## src/rtl/cdb_arbiter_pkg.sv

```systemverilog
// Shared types for the common-data-bus arbiter: requester identities and
// the default requester count and ROB depth used by the CDB datapath.
package cdb_arbiter_pkg;

  localparam int NUM_REQ_DEFAULT  = 4;
  localparam int ROB_SIZE_DEFAULT = 8;

  typedef enum logic [1:0] {
    FU_ALU  = 2'd0,
    FU_MUL  = 2'd1,
    FU_DIV  = 2'd2,
    FU_LOAD = 2'd3
  } fu_e;

  // Index width that stays legal for a single-entry vector.
  function automatic int clog2_min1(input int n);
    return (n > 1) ? $clog2(n) : 1;
  endfunction

endpackage

```

## src/rtl/cdb_arbiter_rr.sv

```systemverilog
// Combinational round-robin winner select: scans from ptr upward, wrapping,
// and returns the first valid requester as a one-hot vector plus its index.
module rr_arbiter
  import cdb_arbiter_pkg::*;
#(
  parameter  int N   = NUM_REQ_DEFAULT,
  localparam int IXW = clog2_min1(N)
) (
  input  logic [N-1:0]   valid,
  input  logic [IXW-1:0] ptr,
  output logic [N-1:0]   grant,
  output logic [IXW-1:0] grant_ix,
  output logic           any
);

  always_comb begin
    logic [IXW-1:0] idx;
    // NOTE: every output gets a default before the loop so no path leaves a
    // value unassigned; otherwise synthesis infers a latch.
    grant    = '0;
    grant_ix = '0;
    any      = 1'b0;
    idx      = ptr;
    for (int off = 0; off < N; off++) begin
      if (!any && valid[idx]) begin
        any        = 1'b1;
        grant[idx] = 1'b1;
        grant_ix   = idx;
      end
      idx = (idx == IXW'(N - 1)) ? '0 : idx + 1'b1;
    end
  end

endmodule

```

## src/rtl/cdb_arbiter.sv

```systemverilog
// Common data bus arbiter: picks one functional-unit result per cycle in
// round-robin order and broadcasts it on the CDB one cycle later.
module cdb_arbiter
  import cdb_arbiter_pkg::*;
#(
  parameter  int NUM_REQ  = NUM_REQ_DEFAULT,
  parameter  int ROB_SIZE = ROB_SIZE_DEFAULT,
  localparam int PTR_SIZE = $clog2(ROB_SIZE),
  localparam int SRC_W    = clog2_min1(NUM_REQ)
) (
  input  logic                               clk_in,
  input  logic                               rst_in,
  input  logic                               flush_in,
  input  logic [NUM_REQ-1:0]                 req_valid_in,
  input  logic [NUM_REQ-1:0][PTR_SIZE-1:0]   req_rob_ix_in,
  input  logic [NUM_REQ-1:0][31:0]           req_value_in,
  input  logic [NUM_REQ-1:0][31:0]           req_dest_in,
  output logic [NUM_REQ-1:0]                 req_ready_out,
  output logic                               cdb_valid_out,
  output logic [PTR_SIZE-1:0]                cdb_rob_ix_out,
  output logic signed [31:0]                 cdb_value_out,
  output logic signed [31:0]                 cdb_dest_out,
  output logic [SRC_W-1:0]                   cdb_src_out
);

  logic [SRC_W-1:0]   rr_ptr;
  logic [SRC_W-1:0]   rr_ptr_next;
  logic [NUM_REQ-1:0] win;
  logic [SRC_W-1:0]   win_ix;
  logic               win_any;
  logic               grant_any;

  rr_arbiter #(.N(NUM_REQ)) u_rr (
    .valid    (req_valid_in),
    .ptr      (rr_ptr),
    .grant    (win),
    .grant_ix (win_ix),
    .any      (win_any)
  );

  // Reset gates the grant too, so nothing is accepted while it is held.
  assign grant_any     = win_any && !flush_in && !rst_in;
  assign req_ready_out = grant_any ? win : '0;
  assign rr_ptr_next   = (win_ix == SRC_W'(NUM_REQ - 1)) ? '0 : win_ix + 1'b1;

  // NOTE: state registers use non-blocking assignments so every flop samples
  // the pre-edge values regardless of statement order.
  always_ff @(posedge clk_in or posedge rst_in) begin
    if (rst_in) begin
      rr_ptr         <= '0;
      cdb_valid_out  <= 1'b0;
      cdb_rob_ix_out <= '0;
      cdb_value_out  <= '0;
      cdb_dest_out   <= '0;
      cdb_src_out    <= '0;
    end else begin
      cdb_valid_out <= grant_any;
      // Payload holds its last value on idle cycles; only valid drops.
      if (grant_any) begin
        rr_ptr         <= rr_ptr_next;
        cdb_rob_ix_out <= req_rob_ix_in[win_ix];
        cdb_value_out  <= req_value_in[win_ix];
        cdb_dest_out   <= req_dest_in[win_ix];
        cdb_src_out    <= win_ix;
      end
    end
  end

endmodule

```

## config.mk

```make
export PLATFORM = sky130hd
export DESIGN_NAME = cdb_arbiter
export DESIGN_NICKNAME = d
export VERILOG_FILES = /design/src/rtl/cdb_arbiter_pkg.sv /design/src/rtl/cdb_arbiter_rr.sv /design/src/rtl/cdb_arbiter.sv
export SDC_FILE = /design/constraint.sdc
export NUM_CORES = 1
export LEC_CHECK = 0
export CORE_AREA = 4 4 156 98
export CTS_BUF_LIST = sky130_fd_sc_hd__clkbuf_4 sky130_fd_sc_hd__clkbuf_8
export DETAILED_ROUTE_END_ITERATION = 10
export DIE_AREA = 0 0 160 102
export GPL_ROUTABILITY_DRIVEN = 1
export PLACE_DENSITY = 0.93
export SLEW_MARGIN = 20
export SYNTH_ARGS = -nofsm -noshare
export SYNTH_HDL_FRONTEND = slang
export SYNTH_SLANG_ARGS = --single-unit
```

## constraint.sdc

```tcl
create_clock -name clk_in -period 3.8 [get_ports clk_in]
set_input_delay 0.57 -clock clk_in [delete_from_list [all_inputs] [get_ports clk_in]]
set_output_delay 0.57 -clock clk_in [all_outputs]
set_load 0.1 [all_outputs]
```

==> results of run 1 <==
-- power by group through the flow --
stage | Combinational (mW) | Sequential [mW] | Clock, mW
floorplan | 2.78 | 4.05 | 0
global placement | 7.60 | 1.38 | 0
detailed placement | 7.73 | 1.40 | 0
CTS | 7.74 | 1.39 | 0.566
global route | 8.18 | 1.44 | 0.592
finish | 7.78 | 1.39 | 0.542
-- repair_timing --
action / in CTS / in global routing
buffers inserted: 0 / 0
endpoints found under the setup margin: 0 / 4
hold buffers: 0 / 0
resized for setup: 0 / 2
-- area by class of cell --
cell class,instances,area [um2]
diodes,3,7.51
clock buffers,9,124
clock inverters,6,37.5
fillers,1161,5090
inverters,5,20.0
multi-input cells,468,2960
flip-flops and latches,72,1800
well taps,180,225
repair buffers,375,3770
-- sequential cells by signal, summed over array words and instances, names as in the netlist --
register,flops
cdb_rob_ix_out,3
cdb_dest_out,32
rr_ptr,2
cdb_value_out,32
cdb_src_out,2
cdb_valid_out,1
-- routing by layer --
layer | up-vias | wire length [um]
met1 | 3111 | 8970
met5 | - | 0
met3 | 68 | 2290
met2 | 413 | 11200
li1 | 2970 | -
met4 | 0 | 761
-- cells in the final DEF (no fill, tap or decap), types with 4 or more instances in the layout --
cell | Yosys | routed
sky130_fd_sc_hd__dfrtp_1 | 72 | 72
sky130_fd_sc_hd__nor2_1 | 74 | 74
sky130_fd_sc_hd__o21ai_0 | 4 | 4
sky130_fd_sc_hd__and3_1 | 66 | 66
sky130_fd_sc_hd__a311oi_1 | 64 | 64
sky130_fd_sc_hd__a222oi_1 | 4 | 4
sky130_fd_sc_hd__ha_1 | 6 | 6
sky130_fd_sc_hd__buf_4 | 0 | 23
sky130_fd_sc_hd__clkdlybuf4s50_1 | 0 | 344
sky130_fd_sc_hd__nand2_1 | 138 | 137
sky130_fd_sc_hd__buf_12 | 0 | 7
sky130_fd_sc_hd__clkinv_2 | 0 | 4
sky130_fd_sc_hd__clkbuf_8 | 0 | 9
sky130_fd_sc_hd__a21oi_2 | 1 | 4
sky130_fd_sc_hd__mux2i_1 | 5 | 5
sky130_fd_sc_hd__a2111oi_0 | 66 | 66
-- cells by family after synthesis --
family / share of synthesized area
AO/OA/AOI/OAI: 0.275
XOR/XNOR: 0.00174
adder cells (fa/ha/maj): 0.0149
buffers and inverters: 0.0655
flip-flops: 0.358
multiplexers: 0.0234
AND/OR/NAND/NOR: 0.261
-- metrics by stage --
| step | worst slack, ps | util |
|---|---|---|
| after detailed placement | 34.5 | 0.625 |
| final | 188 | 0.637 |
| after CTS | 50.4 | 0.636 |
| after global placement | 212 | 0.625 |
| after global routing | -1.26 | 0.637 |
| after floorplan | -62.3 | - |
-- final timing paths --
path                                       startpoint                            to  slack, ps  cells after the start
max                             rr_ptr[1]$_DFFE_PP0P_              req_ready_out[1]        190                     10
min                        cdb_src_out[0]$_DFFE_PP0P_    cdb_src_out[0]$_DFFE_PP0P_        490                      1
max reg2reg                     rr_ptr[1]$_DFFE_PP0P_  cdb_value_out[5]$_DFFE_PP0P_        240                     11
min reg2reg                cdb_src_out[0]$_DFFE_PP0P_    cdb_src_out[0]$_DFFE_PP0P_        490                      1
max in group asynchronous                      rst_in  cdb_dest_out[24]$_DFFE_PP0P_       2410                      3
min in group asynchronous                      rst_in   cdb_dest_out[2]$_DFFE_PP0P_        570                      2
-- worst register-to-register path: cells and delay by family (launching register included) --
kind | cells | cell delay, ps
AOI/OAI and AO/OA | 2 | 580
buffers and inverters | 4 | 830
adders and majority gates | 1 | 300
and+or+nand+nor | 4 | 1280
DFF | 1 | 380
==> run_results.csv, run 1 <==
group,metric,value,unit
outcome,outcome,"completed",
finish,areaGrowthSynthToFinish,77.9,%
logic_synthesis,synth.yosys.warnings,0,
timing,max_clock_freq,0.277,GHz
logic_synthesis,post_synth_num_cell_types,42,
placement,placed_cell_area,0.00877,mm2
critical_path,worst_path_dominant_cell_family,"buffers and inverters",
floorplanning,die-width,160,um
power,p_clk_frac,0.056,
routing,routed_wire_per_std_cell,20.8,um
logic_synthesis,post_synth.cell_area_avg,8.19,um2
power,power.switching,6.12,mW
grt,globalRoute.totalOverflow,0,
logic_synthesis,synthTopCellsByCount,"138 x sky130_fd_sc_hd__nand2_1, 74 x sky130_fd_sc_hd__nor2_1, 72 x sky130_fd_sc_hd__dfrtp_1",
placement,routability_congestion,0.893,
power,cell_internal_pwr,3.59,mW
timing,slew_viol_final,0,
placement,hpwl,16.8,mm
logic_synthesis,synth_top_area_frac,0.358,
clocking,tritoncts_num_sinks,72,
power,comb_power_share,0.801,
clocking,cts_tree,"built",
finish,design_area,0.00894,mm2
logic_synthesis,syn-num-nets,895,
timing,final-setup-viol-count,0,
grt,gr-max-usage-layer,"met2",
placement,io_buffers,348,
timing,timing_hold_violations_final,0,
worst_hold_path,hold_path.class,"reg -> reg",
logic_synthesis,synth_top_flop_cell,"sky130_fd_sc_hd__dfrtp_1",
clocking,worst_skew_pair.late_latency,350,ps
grt,grt_antenna_before_repair,1,
grt,track_usage,0.267,
grt,grt_pass1_wl,34.7,mm
critical_path,critical_path_class,"reg -> out",
critical_path,startpoint_type,"flop",
critical_path,endpoint_kind,"output pin",
timing,min_period,3610,ps
timing,worst_slew_pin_slew,1050,ps
clocking,cts_max_level,3,
logic_synthesis,synth_seq_area_share,0.358,
logic_synthesis,ys_async_sr_fraction,1.00,
critical_path,worst-endpoint-arrival,3040,ps
placement,dp.cells,1100,
grt,grt_util_met3,0.0794,
logic_synthesis,synth.most_common_cell,"sky130_fd_sc_hd__nand2_1",
logic_synthesis,post-synth-top-area-cell,"sky130_fd_sc_hd__dfrtp_1",
timing,skew,9.00,ps
logic_synthesis,synth_edf_count,0,
clocking,cts_buffers,9,
routing,final_routed_wirelength,23.3,mm
power,power.share.switching,0.630,
finish,drive_gt1_frac,0.0706,
floorplanning,floorplan.initialDensity,0.358,
finish,finish.net_count,1212,
routing,detail_route.vias_per_cell,5.87,
floorplanning,number_of_rows_in_the_core_area,34,
finish,final-instance-count-excl-fill,1118,
logic_synthesis,synth_area,0.00503,mm2
clocking,cts.reportedPaths.clkPinSlew,80,ps
critical_path,critical_path_peak_fanout,26,
routing,postRouteAntennaNets,0,
floorplanning,ios,349,
logic_synthesis,syn_inst,614,
logic_synthesis,ys_seq_elements,72,
timing,setup-tns-final,0,ps
critical_path,path_cells,"inv_1 > ha_1 > buf_4 > or4b_1 > o311ai_1 > a21oi_2 > o31ai_4 > buf_6 > a21oi_2 > buf_12",
routing,drcViolationCount,0,
critical_path,slowest_stage,"sky130_fd_sc_hd__or4b_1",
grt,pin_count_of_the_biggest_net_entering_global_routing,81,
timing,minimum_hold_slack,487,ps
logic_synthesis,synth.area.top_cells,"sky130_fd_sc_hd__dfrtp_1 36%, sky130_fd_sc_hd__a2111oi_0 11%, sky130_fd_sc_hd__a311oi_1 11%",
flow_run,cap_violations,0,
power,power.total,9.71,mW
floorplanning,floorplan.die_area,0.0163,mm2
routing,drt_iter0_markers,519,
power,sequentialPowerShare,0.143,
clocking,maximum_clock_path_buffer_count,2,
floorplanning,design.core.area,0.0140,mm2
critical_path,cp_slowest_stage_delay,480,ps
grt,globalRouteMet2Util,0.446,
timing,finalCritPeriodShare,0.951,
routing,vias,6562,
critical_path,cpMostUsedCell,"sky130_fd_sc_hd__a21oi_2",
critical_path,critPathBufInv,4,
critical_path,required,3230,ps
clocking,cts-root-buf,"sky130_fd_sc_hd__clkbuf_8",
grt,globalRouteMet1Util,0.333,
power,cellLeakagePower,3.51,nW
power,ir_drop,0.000656,V
floorplanning,die_height,102,um
timing,timing.slew.headroom,0.296,
grt,grt_pass1_vias,6300,
power,power_density,1090,mW/mm2
routing,drtPass1Iterations,5,
Power figures use the tool's default switching activity.
==> inputs of run 2 (changes only) <==
- SLEW_MARGIN: 20 -> unset
==> results of run 2 <==
Same layout as run 1: the final DEF is identical, and so are final timing and power.
==> inputs of run 3 (changes only) <==
- ABC_AREA: unset -> 1
- CORE_AREA: 4 4 156 98 -> 4 4 165 103
- DIE_AREA: 0 0 160 102 -> 0 0 169 107
==> run 3 against run 2 <==
Count of clock-buffer cells in the layout rose by 2. Die area is 11% higher. Register-to-register slack better by 510 ps. Core utilization is 1.6 points higher. Sequential cell count stayed put. Sequential share of layout area shrank 2.1 points. Worst hold slack got worse by 8.0 ps. First-iteration DRC count up 11%. Final cell count grew 38%. Synthesized area is 21% higher. Non-clock buffer count decreased by 14.
==> run_results.csv, run 3 <==
group,metric,value,unit
clocking,number_of_buffers_added_for_setup_after_cts,0,
critical_path,ff2ff_path_depth,16,
routing,detail_route.vias_per_cell,4.79,
clocking,cts_max_level,3,
floorplanning,ios,349,
finish,areaGrowthSynthToFinish,64.3,%
floorplanning,die-width,169,um
grt,grt_pass1_vias,7240,
timing,skew,13.2,ps
floorplanning,number_of_rows_in_the_core_area,35,
logic_synthesis,post_synth_num_cell_types,31,
timing,min_period,3510,ps
floorplanning,die_height,107,um
critical_path,critical_path_peak_fanout,12,
logic_synthesis,post_synth.cell_area_avg,5.95,um2
logic_synthesis,synth_seq_area_share,0.296,
timing,max_clock_freq,0.285,GHz
timing,unrepaired_setup_endpoints_after_global_routing,"false",
clocking,cts_tree,"built",
logic_synthesis,synth.area.top_cells,"sky130_fd_sc_hd__dfrtp_1 30%, sky130_fd_sc_hd__nand2_1 22%, sky130_fd_sc_hd__nand3_1 18%",
timing,slew_viol_final,0,
routing,drcViolationCount,0,
finish,biggestRegsByFlops,"cdb_dest_out: 32 flops, cdb_value_out: 32 flops, cdb_rob_ix_out: 3 flops",
clocking,maximum_clock_path_buffer_count,2,
routing,routed_wire_per_std_cell,14.6,um
clocking,worst_skew_pair.late_latency,350,ps
finish,number_of_filler_cells_placed_in_the_layout,1294,
placement,io_buffers,348,
worst_hold_path,min_to,"cdb_dest_out[18]$_DFFE_PP0P_",
placement,placed_cell_area,0.00971,mm2
critical_path,critical_path_class,"reg -> out",
logic_synthesis,synth_top_area_frac,0.296,
worst_hold_path,hold_path.class,"reg -> reg",
critical_path,worst-endpoint-arrival,2940,ps
timing,timing.slew.headroom,0.293,
clocking,cts_buffers,9,
timing,final-setup-viol-count,0,
logic_synthesis,synth_edf_count,0,
logic_synthesis,syn_inst,1021,
critical_path,setup_slack_reg_to_reg,750,ps
logic_synthesis,synth.most_common_cell,"sky130_fd_sc_hd__nand2_1",
finish,drive_gt1_frac,0.0487,
routing,drt_iter0_markers,577,
clocking,cts.reportedPaths.clkPinSlew,80,ps
worst_hold_path,holdPathStages,2,
floorplanning,floorplan.die_area,0.0181,mm2
flow_run,cap_violations,0,
logic_synthesis,ys_async_sr_fraction,1.00,
floorplanning,design.core.area,0.0153,mm2
clocking,cts-root-buf,"sky130_fd_sc_hd__clkbuf_8",
routing,postRouteAntennaNets,0,
critical_path,required,3230,ps
grt,grt_pass1_wl,35.5,mm
logic_synthesis,synthTopCellsByCount,"351 x sky130_fd_sc_hd__nand2_1, 216 x sky130_fd_sc_hd__inv_1, 216 x sky130_fd_sc_hd__nand3_1",
placement,hpwl,17.3,mm
routing,vias,7369,
finish,most-common-layout-cells,"350 x sky130_fd_sc_hd__nand2_1, 344 x sky130_fd_sc_hd__clkdlybuf4s50_1, 216 x sky130_fd_sc_hd__nand3_1",
logic_synthesis,synth_top_flop_cell,"sky130_fd_sc_hd__dfrtp_1",
placement,routability_congestion,0.953,
critical_path,regToRegStartpoint,"rr_ptr[0]$_DFFE_PP0P_",
routing,drtPass1Iterations,5,
clocking,tritoncts_num_sinks,72,
routing,final_routed_wirelength,22.6,mm
critical_path,startpoint_type,"flop",
clocking,holdBufCountCts,0,
logic_synthesis,post-synth-top-area-cell,"sky130_fd_sc_hd__dfrtp_1",
grt,pin_count_of_the_biggest_net_entering_global_routing,73,
critical_path,endpoint_kind,"output pin",
finish,area.sequential,0.00180,mm2
logic_synthesis,syn-num-nets,1302,
finish,multi_input_area,0.00317,mm2
outcome,outcome,"completed",
grt,track_usage,0.241,
finish,final_core_util,0.654,
grt,globalRoute.totalOverflow,0,
logic_synthesis,synth_area,0.00608,mm2
finish,design_area,0.00999,mm2
critical_path,worst_r2r_endpoint,"cdb_dest_out[28]$_DFFE_PP0P_",
finish,layout_commonest_cell,"sky130_fd_sc_hd__nand2_1",
finish,finish.net_count,1612,
clocking,cts-resized-gates,0,
timing,worst_slew_pin_slew,1060,ps
timing,finalCritPeriodShare,0.924,
worst_hold_path,worst_hold_path_startpoint,"cdb_dest_out[18]$_DFFE_PP0P_",
logic_synthesis,ys_seq_elements,72,
timing,timing_hold_violations_final,0,
grt,grt_antenna_before_repair,0,
floorplanning,floorplan.initialDensity,0.398,
logic_synthesis,synth.yosys.warnings,0,
==> run 3: critical path: stages, from the launching register on <==
cell and delay [ps]:
sky130_fd_sc_hd__dfrtp_2 560, sky130_fd_sc_hd__inv_4 110, sky130_fd_sc_hd__ha_1 430, sky130_fd_sc_hd__inv_2 100, sky130_fd_sc_hd__nand2_1 80, sky130_fd_sc_hd__nand2_1 70, sky130_fd_sc_hd__nand2_1 70, sky130_fd_sc_hd__nand2_2 100
sky130_fd_sc_hd__inv_2 100, sky130_fd_sc_hd__nand2_1 80, sky130_fd_sc_hd__nor2_1 270, sky130_fd_sc_hd__nand2_1 100, sky130_fd_sc_hd__a31oi_1 290, sky130_fd_sc_hd__buf_12 220
==> run 3: logic make-up (layout without fill, tap and decap cells) <==
kind of cell | Yosys count | after routing | share of synthesized area
adder cells (fa/ha/maj) | 6 | 6 | 0.0124
buffers and inverters | 282 | 597 | 0.188
flip-flops | 72 | 72 | 0.296
AO/OA/AOI/OAI | 43 | 43 | 0.0515
AND/OR/NAND/NOR | 618 | 618 | 0.452
other | 0 | 1 | 0
==> run 3: through the flow <==
| stage | std cells | TNS (ps) | hold slack [ps] | worst slack [ps] |
|---|---|---|---|---|
| floorplan | 1021 | -903 | 588 | -243 |
| global placement | 1523 | 0 | 460 | 671 |
| detailed placement | 1523 | 0 | 465 | 563 |
| CTS | 1539 | 0 | 485 | 173 |
| global route | 1539 | 0 | 509 | 172 |
| finish | 1540 | 0 | 479 | 289 |
==> run 3: routing by layer <==
layer  vias up  track usage  share of wire
met5         -            0              0
met4         0       0.0902          0.031
met3        52       0.0564          0.083
met2       300        0.407           0.47
met1      3290        0.301           0.41
li1       3727            -              -
==> run 3: area by class of cell <==
cell class | count | area share
multi-input combinational | 667 | 0.317
tap | 203 | 0.0254
sequential | 72 | 0.181
clock inverter | 5 | 0.0128
inverter | 220 | 0.0831
clock buffer | 11 | 0.0145
timing repair buffer | 361 | 0.366
antenna | 1 | 0.000251
==> run 3: how the worst max path moves through the flow <==
stage                                  end  slack (ps)             startpoint
final                     req_ready_out[2]         290  rr_ptr[0]$_DFFE_PP0P_
after global placement    req_ready_out[0]         670  rr_ptr[0]$_DFFE_PP0P_
after floorplan           req_ready_out[0]        -240  rr_ptr[0]$_DFFE_PP0P_
after CTS                 req_ready_out[2]         170  rr_ptr[0]$_DFFE_PP0P_
after detailed placement  req_ready_out[2]         560  rr_ptr[0]$_DFFE_PP0P_
after global routing      req_ready_out[2]         170  rr_ptr[1]$_DFFE_PP0P_
Power of run 3 is not shown: default switching activity piles up to over one toggle a cycle in this logic, so the estimate is an artifact.
